<file path="src/rtl/led_seq_ctrl.sv">
// LED sequencer: shift / bounce / blink patterns stepped by a prescaled tick.
// Optional LED_SEQ_PWM_EN macro adds a 3-bit PWM duty gate (sw[7:5]) on ledr.
module led_seq_ctrl #(
  parameter int TICK_DIV = 25000000
) (
  input  logic        clk,
  input  logic        rst,
  input  logic [7:0]  sw,
  output logic [15:0] ledr,
  output logic [1:0]  mode_o,
  output logic        step_o
);

  localparam int PW = (TICK_DIV > 2) ? $clog2(TICK_DIV) : 1;

  typedef enum logic [2:0] {
    ST_OFF      = 3'd0,
    ST_SHIFT    = 3'd1,
    ST_BOUNCE_L = 3'd2,
    ST_BOUNCE_R = 3'd3,
    ST_BLINK    = 3'd4
  } state_t;

`ifdef LED_SEQ_PWM_EN
  logic [7:0]    sw_q;
  logic [2:0]    pwm_cnt_q;
`else
  logic [4:0]    sw_q;
  logic          unused_duty;
  assign unused_duty = ^sw[7:5];
`endif

  state_t        state_q, state_d;
  logic [15:0]   pattern_q, pattern_d;
  logic [15:0]   ledr_q, ledr_d;
  logic [PW-1:0] presc_q;
  logic [2:0]    step_cnt_q;
  logic [1:0]    mode_q;
  logic          step_pend_q;
  logic          step_q;

  logic          reload;
  logic          tick;
  logic          step_hit;
  logic [2:0]    term;

  assign reload   = (sw_q[1:0] != mode_q);
  assign tick     = (presc_q == PW'(TICK_DIV - 1));
  assign step_hit = !reload && tick && (step_cnt_q == term);

  always_comb begin
    case (sw_q[4:3])
      2'd0:    term = 3'd0;
      2'd1:    term = 3'd1;
      2'd2:    term = 3'd3;
      default: term = 3'd7;
    endcase
  end

  // Next pattern/state: reload on a mode change takes precedence over stepping.
  always_comb begin
    state_d   = state_q;
    pattern_d = pattern_q;
    if (reload) begin
      case (sw_q[1:0])
        2'b00:   begin state_d = ST_OFF;      pattern_d = 16'h0000; end
        2'b01:   begin state_d = ST_SHIFT;    pattern_d = 16'h0001; end
        2'b10:   begin state_d = ST_BOUNCE_L; pattern_d = 16'h0001; end
        default: begin state_d = ST_BLINK;    pattern_d = 16'hFFFF; end
      endcase
    end else if (step_hit) begin
      case (state_q)
        ST_SHIFT: begin
          if (sw_q[2]) pattern_d = {pattern_q[0], pattern_q[15:1]};
          else         pattern_d = {pattern_q[14:0], pattern_q[15]};
        end
        ST_BOUNCE_L: begin
          if (pattern_q == 16'h8000) begin
            pattern_d = 16'h4000;
            state_d   = ST_BOUNCE_R;
          end else begin
            pattern_d = {pattern_q[14:0], 1'b0};
          end
        end
        ST_BOUNCE_R: begin
          if (pattern_q == 16'h0001) begin
            pattern_d = 16'h0002;
            state_d   = ST_BOUNCE_L;
          end else begin
            pattern_d = {1'b0, pattern_q[15:1]};
          end
        end
        ST_BLINK: pattern_d = ~pattern_q;
        default:  pattern_d = 16'h0000;
      endcase
    end else begin
      pattern_d = pattern_q;
    end
  end

`ifdef LED_SEQ_PWM_EN
  assign ledr_d = (pwm_cnt_q <= sw_q[7:5]) ? pattern_q : 16'h0000;
`else
  assign ledr_d = pattern_q;
`endif

  always_ff @(posedge clk) begin
    if (rst) begin
      sw_q        <= '0;
      state_q     <= ST_OFF;
      pattern_q   <= 16'h0000;
      ledr_q      <= 16'h0000;
      presc_q     <= '0;
      step_cnt_q  <= 3'd0;
      mode_q      <= 2'b00;
      step_pend_q <= 1'b0;
      step_q      <= 1'b0;
`ifdef LED_SEQ_PWM_EN
      pwm_cnt_q   <= 3'd0;
`endif
    end else begin
`ifdef LED_SEQ_PWM_EN
      sw_q        <= sw;
      pwm_cnt_q   <= pwm_cnt_q + 3'd1;
`else
      sw_q        <= sw[4:0];
`endif
      state_q     <= state_d;
      pattern_q   <= pattern_d;
      ledr_q      <= ledr_d;
      // step_o is delayed to line up with ledr, which trails pattern by one edge
      step_pend_q <= step_hit;
      step_q      <= step_pend_q;
      if (reload) begin
        presc_q    <= '0;
        step_cnt_q <= 3'd0;
        mode_q     <= sw_q[1:0];
      end else begin
        presc_q <= tick ? '0 : presc_q + PW'(1);
        if (tick) begin
          step_cnt_q <= (step_cnt_q == term) ? 3'd0 : step_cnt_q + 3'd1;
        end
      end
    end
  end

  assign ledr   = ledr_q;
  assign mode_o = mode_q;
  assign step_o = step_q;

endmodule

</file>
<file path="config.mk">
export PLATFORM = sky130hd
export DESIGN_NAME = led_seq_ctrl
export DESIGN_NICKNAME = d
export VERILOG_FILES = /design/src/rtl/led_seq_ctrl.sv
export SDC_FILE = /design/constraint.sdc
export NUM_CORES = 1
export LEC_CHECK = 0
export CAP_MARGIN = 10
export CORE_ASPECT_RATIO = 0.6
export CORE_UTILIZATION = 30
export DETAILED_ROUTE_END_ITERATION = 7
export PLACE_DENSITY = 0.57
export REMOVE_ABC_BUFFERS = 1
export SYNTH_ARGS = -nofsm -noshare
export SYNTH_HDL_FRONTEND = slang
export SYNTH_SLANG_ARGS = --single-unit
</file>
<file path="constraint.sdc">
create_clock -name clk -period 2.8 [get_ports clk]
set_input_delay 0.84 -clock clk [delete_from_list [all_inputs] [get_ports clk]]
set_output_delay 0.84 -clock clk [all_outputs]
set_load 0.005 [all_outputs]
</file>
==> out/qor_table.md <==
| Result | Value |
|:---|:---|
| Startpoint types | flip-flop |
| Endpoint arrival time on the critical path | 2.62 ns |
| Count of buffers added by post-CTS timing repair for setup | 0 |
| Die Area | 11800 um^2 |
| HPWL after DPL | 5.72 mm |
| Leading area contributor after synthesis | dfxtp_1 |
| Combinational family with the most area after synthesis | simple AND/OR/NAND/NOR gates |
| Initial antenna violation count | 0 |
| Total number of nets in the final design | 421 |
| Num rows | 29 |
| Hold/Removal Path Class | reg2reg |
| Total power | 2560 uW |
| Placed Instance Area | 3790 um^2 |
| Maximum number of pins on one net before global-route repair | 31 |
| Via count | 2829 |
| Wire length of the first global-routing pass | 13.8 mm |
| Hold-fix buffers, CTS | 0 |
| Portion of the clock cycle consumed by the worst path in the final layout | 85.1% |
| Max_cap viols | 0 |
| Count of state elements after synthesis | 72 |
| Quantity of gates resized following cts | 0 |
| Final estimated routing congestion in global placement | 0.838 |
| Core region area | 10800 um^2 |
| Leakage power figure | 0.00132 uW |
| Drt drc | 0 |
| Final hold viol count | 0 |
| Final Routed Wirelength | 8.07 mm |
| Post-synth EDFFs | 0 |
| Synthesized instance count | 386 |
| Worst-margin pin slew | 1.11 ns |
| Count of antenna diodes in the layout | 0 |
| Dominant synthesized flop cell | dfxtp_1 |
| RSZ-0062 raised after global routing | false |
| Clock-pin slew reported for the worst setup and hold paths after clock tree synthesis | 0.06 ns |
| Share of the core filled with cells in the final layout | 37.8% |
| Layout filler cell count | 1085 |
| Number of levels the H-tree was split into | 3 |
| Worst IR Drop VDD | 0.000326 V |
| Worst Setup Slack post-DPL | 0.433 ns |
| Die Ht | 84.6 um |
| Combined global-route utilization of all metal layers | 14.9% |
| Worst slew margin relative to its limit | 25.9% |
| Synth-to-layout area growth | 19.9% |
| Clock latency reported for the late side of the worst-skew pair | 0.33 ns |
| Final global-route overflow total | 0 |
| Number of global-route vias before repair | 2708 |
| Final setup margin | 0.417 ns |
| Final setup violation count | 0 |
| Final ANT Viol Nets | 0 |
| Slew Viols, Final | 0 |
| Boundary Pins | 29 |
| Area fraction in and, or, nand and nor cells after synthesis | 26.8% |
| Most instantiated library cell after synthesis | dfxtp_1 |
| Detailed-route wire length per cell | 14.6 um |
| Share of flip-flops with an asynchronous set or reset after synthesis | 0% |
| CP endpoint kind | flip-flop |
| Initial core utilization | 31.5% |
| Crit path kind | reg2reg |
| Layout cells sized above 1 | 10.1% |
| IO Port Bufs | 25 |
| Library cells used by synthesis | 58 |
| Buffer depth of the longest clock path | 2 |
| Area share of fa/ha/maj cells after synthesis | 0.734% |
| Post-detailed-route via-to-cell ratio | 5.12 |
| Final TNS setup | 0 ns |
| Number of CTS-inserted buffers | 9 |
| Max FO, Critical Path | 16 |
| Post-layout minimum cycle time | 2.38 ns |
| Biggest area contributors in the synthesized netlist | dfxtp_1, nor2_1, a21oi_1 |
| Status | finished, final reports clean |
| Share of cell area taken by muxes after synthesis | 0.294% |
| Iteration-0 DRC count of the detailed router | 263 |
| Data required time at the worst endpoint | 3.03 ns |
| TritonCTS clock tree | built |
| Sequential fraction of the synthesis area | 42.3% |
| Synth Area per Inst | 8.83 um^2 |
| Synth Area in XOR/XNOR | 6.68% |
| Synthesized-area fraction occupied by ao, oa, aoi and oai cells | 17.7% |
| First-pass detailed-route iteration total | 4 |
| Worst Clk Skew | 0.00681 ns |
| Final instance area | 4090 um^2 |
| Synth Cell Area | 3410 um^2 |
| Clock sinks | 72 |
| Pwr/cell area | 627 nW/um^2 |
| Width of the die | 140 um |
| Most frequent cells after synthesis | dfxtp_1, nor2_1, a21oi_1, nand2_1, inv_1 |
| Fmax | 420 MHz |
| Share of the synthesized area in the top cell type | 42.3% |
| Count of warnings emitted by yosys | 0 |
| Root buf cell | clkbuf_16 |
## power breakdown
| part | leakage (uW) | switching [uW] | total [uW] | internal, uW |
|---|---|---|---|---|
| logic | 0.000586 | 159 | 278 | 119 |
| registers | 0.000587 | 56.0 | 1130 | 1070 |
| clock network | 0.000150 | 417 | 1150 | 736 |
## flip-flops by register name, indices dropped and copies added (netlist names)
signal / flops
sw_q: 5
step_o: 1
mode_o: 2
presc_q: 25
step_cnt_q: 3
state_q: 3
step_pend_q: 1
ledr_d: 16
ledr: 16
## cells in the final DEF (no fill, tap or decap), types with 3 or more instances in the layout
cell type / n
and2_1: 3
nor2_1: 50
nor2b_1: 12
or4_1: 3
a21oi_1: 29
clkbuf_16: 9
nand4_1: 12
clkdlybuf4s50_1: 24
nor3b_1: 5
a221oi_1: 6
buf_4: 9
nand2b_1: 3
a221oi_2: 8
and4_1: 3
nand3_1: 13
nor3_1: 3
nand2_1: 28
a22oi_1: 12
inv_1: 19
xnor2_1: 10
nand3b_1: 3
nor4_1: 6
and3_1: 6
xor2_1: 16
dfxtp_1: 72
## cells by family after synthesis
| group | after synthesis |
|---|---|
| compound gates | 78 |
| xor+xnor | 26 |
| fa+ha+maj | 2 |
| buf+inv | 41 |
| flops | 72 |
| mux | 1 |
| simple gates | 166 |
## layer usage
metal  global-route usage, %  share of wire [%]  vias to the layer above
li1                        -                  -                     1425
met1                    23.0                 55                     1316
met2                    19.0                 37                       78
met3                    4.11                6.3                       10
met4                    5.00                1.2                        0
met5                       0                  0                        -
## worst paths after layout
kind,slack [ns],endpoint,cells after the start,startpoint
setup / recovery,0.42,ledr_d[5],5,step_cnt_q[1]
hold / removal,0.44,step_o,1,step_pend_q
setup reg to reg,0.42,ledr_d[5],5,step_cnt_q[1]
hold reg to reg,0.44,step_o,1,step_pend_q
## per-stage QoR
step	hold WS, ns	cells
2_1_floorplan	0.414	364
3_3_place_gp	0.424	537
3_5_place_dp	0.427	537
4_1_cts	0.440	553
5_1_grt	0.457	553
6_report	0.436	553
## critical path: stages, from the launching register on
cell and delay (ns):
dfxtp_1 0.36, or3b_2 0.47, a21oi_1 0.30, o2111ai_2 0.25, and2_1 0.52, a221oi_1 0.39
## layout make-up
| class | instances | area (um^2) | area share (%) |
|---|---|---|---|
| clock buffer | 13 | 260 | 6.37 |
| clock inverter | 3 | 40.0 | 0.980 |
| inverter | 19 | 71.3 | 1.75 |
| multi-input combinational | 273 | 1790 | 43.7 |
| sequential | 72 | 1440 | 35.3 |
| tap | 139 | 174 | 4.26 |
| timing repair buffer | 34 | 313 | 7.65 |
No activity file was read; power rests on OpenSTA's default activity.
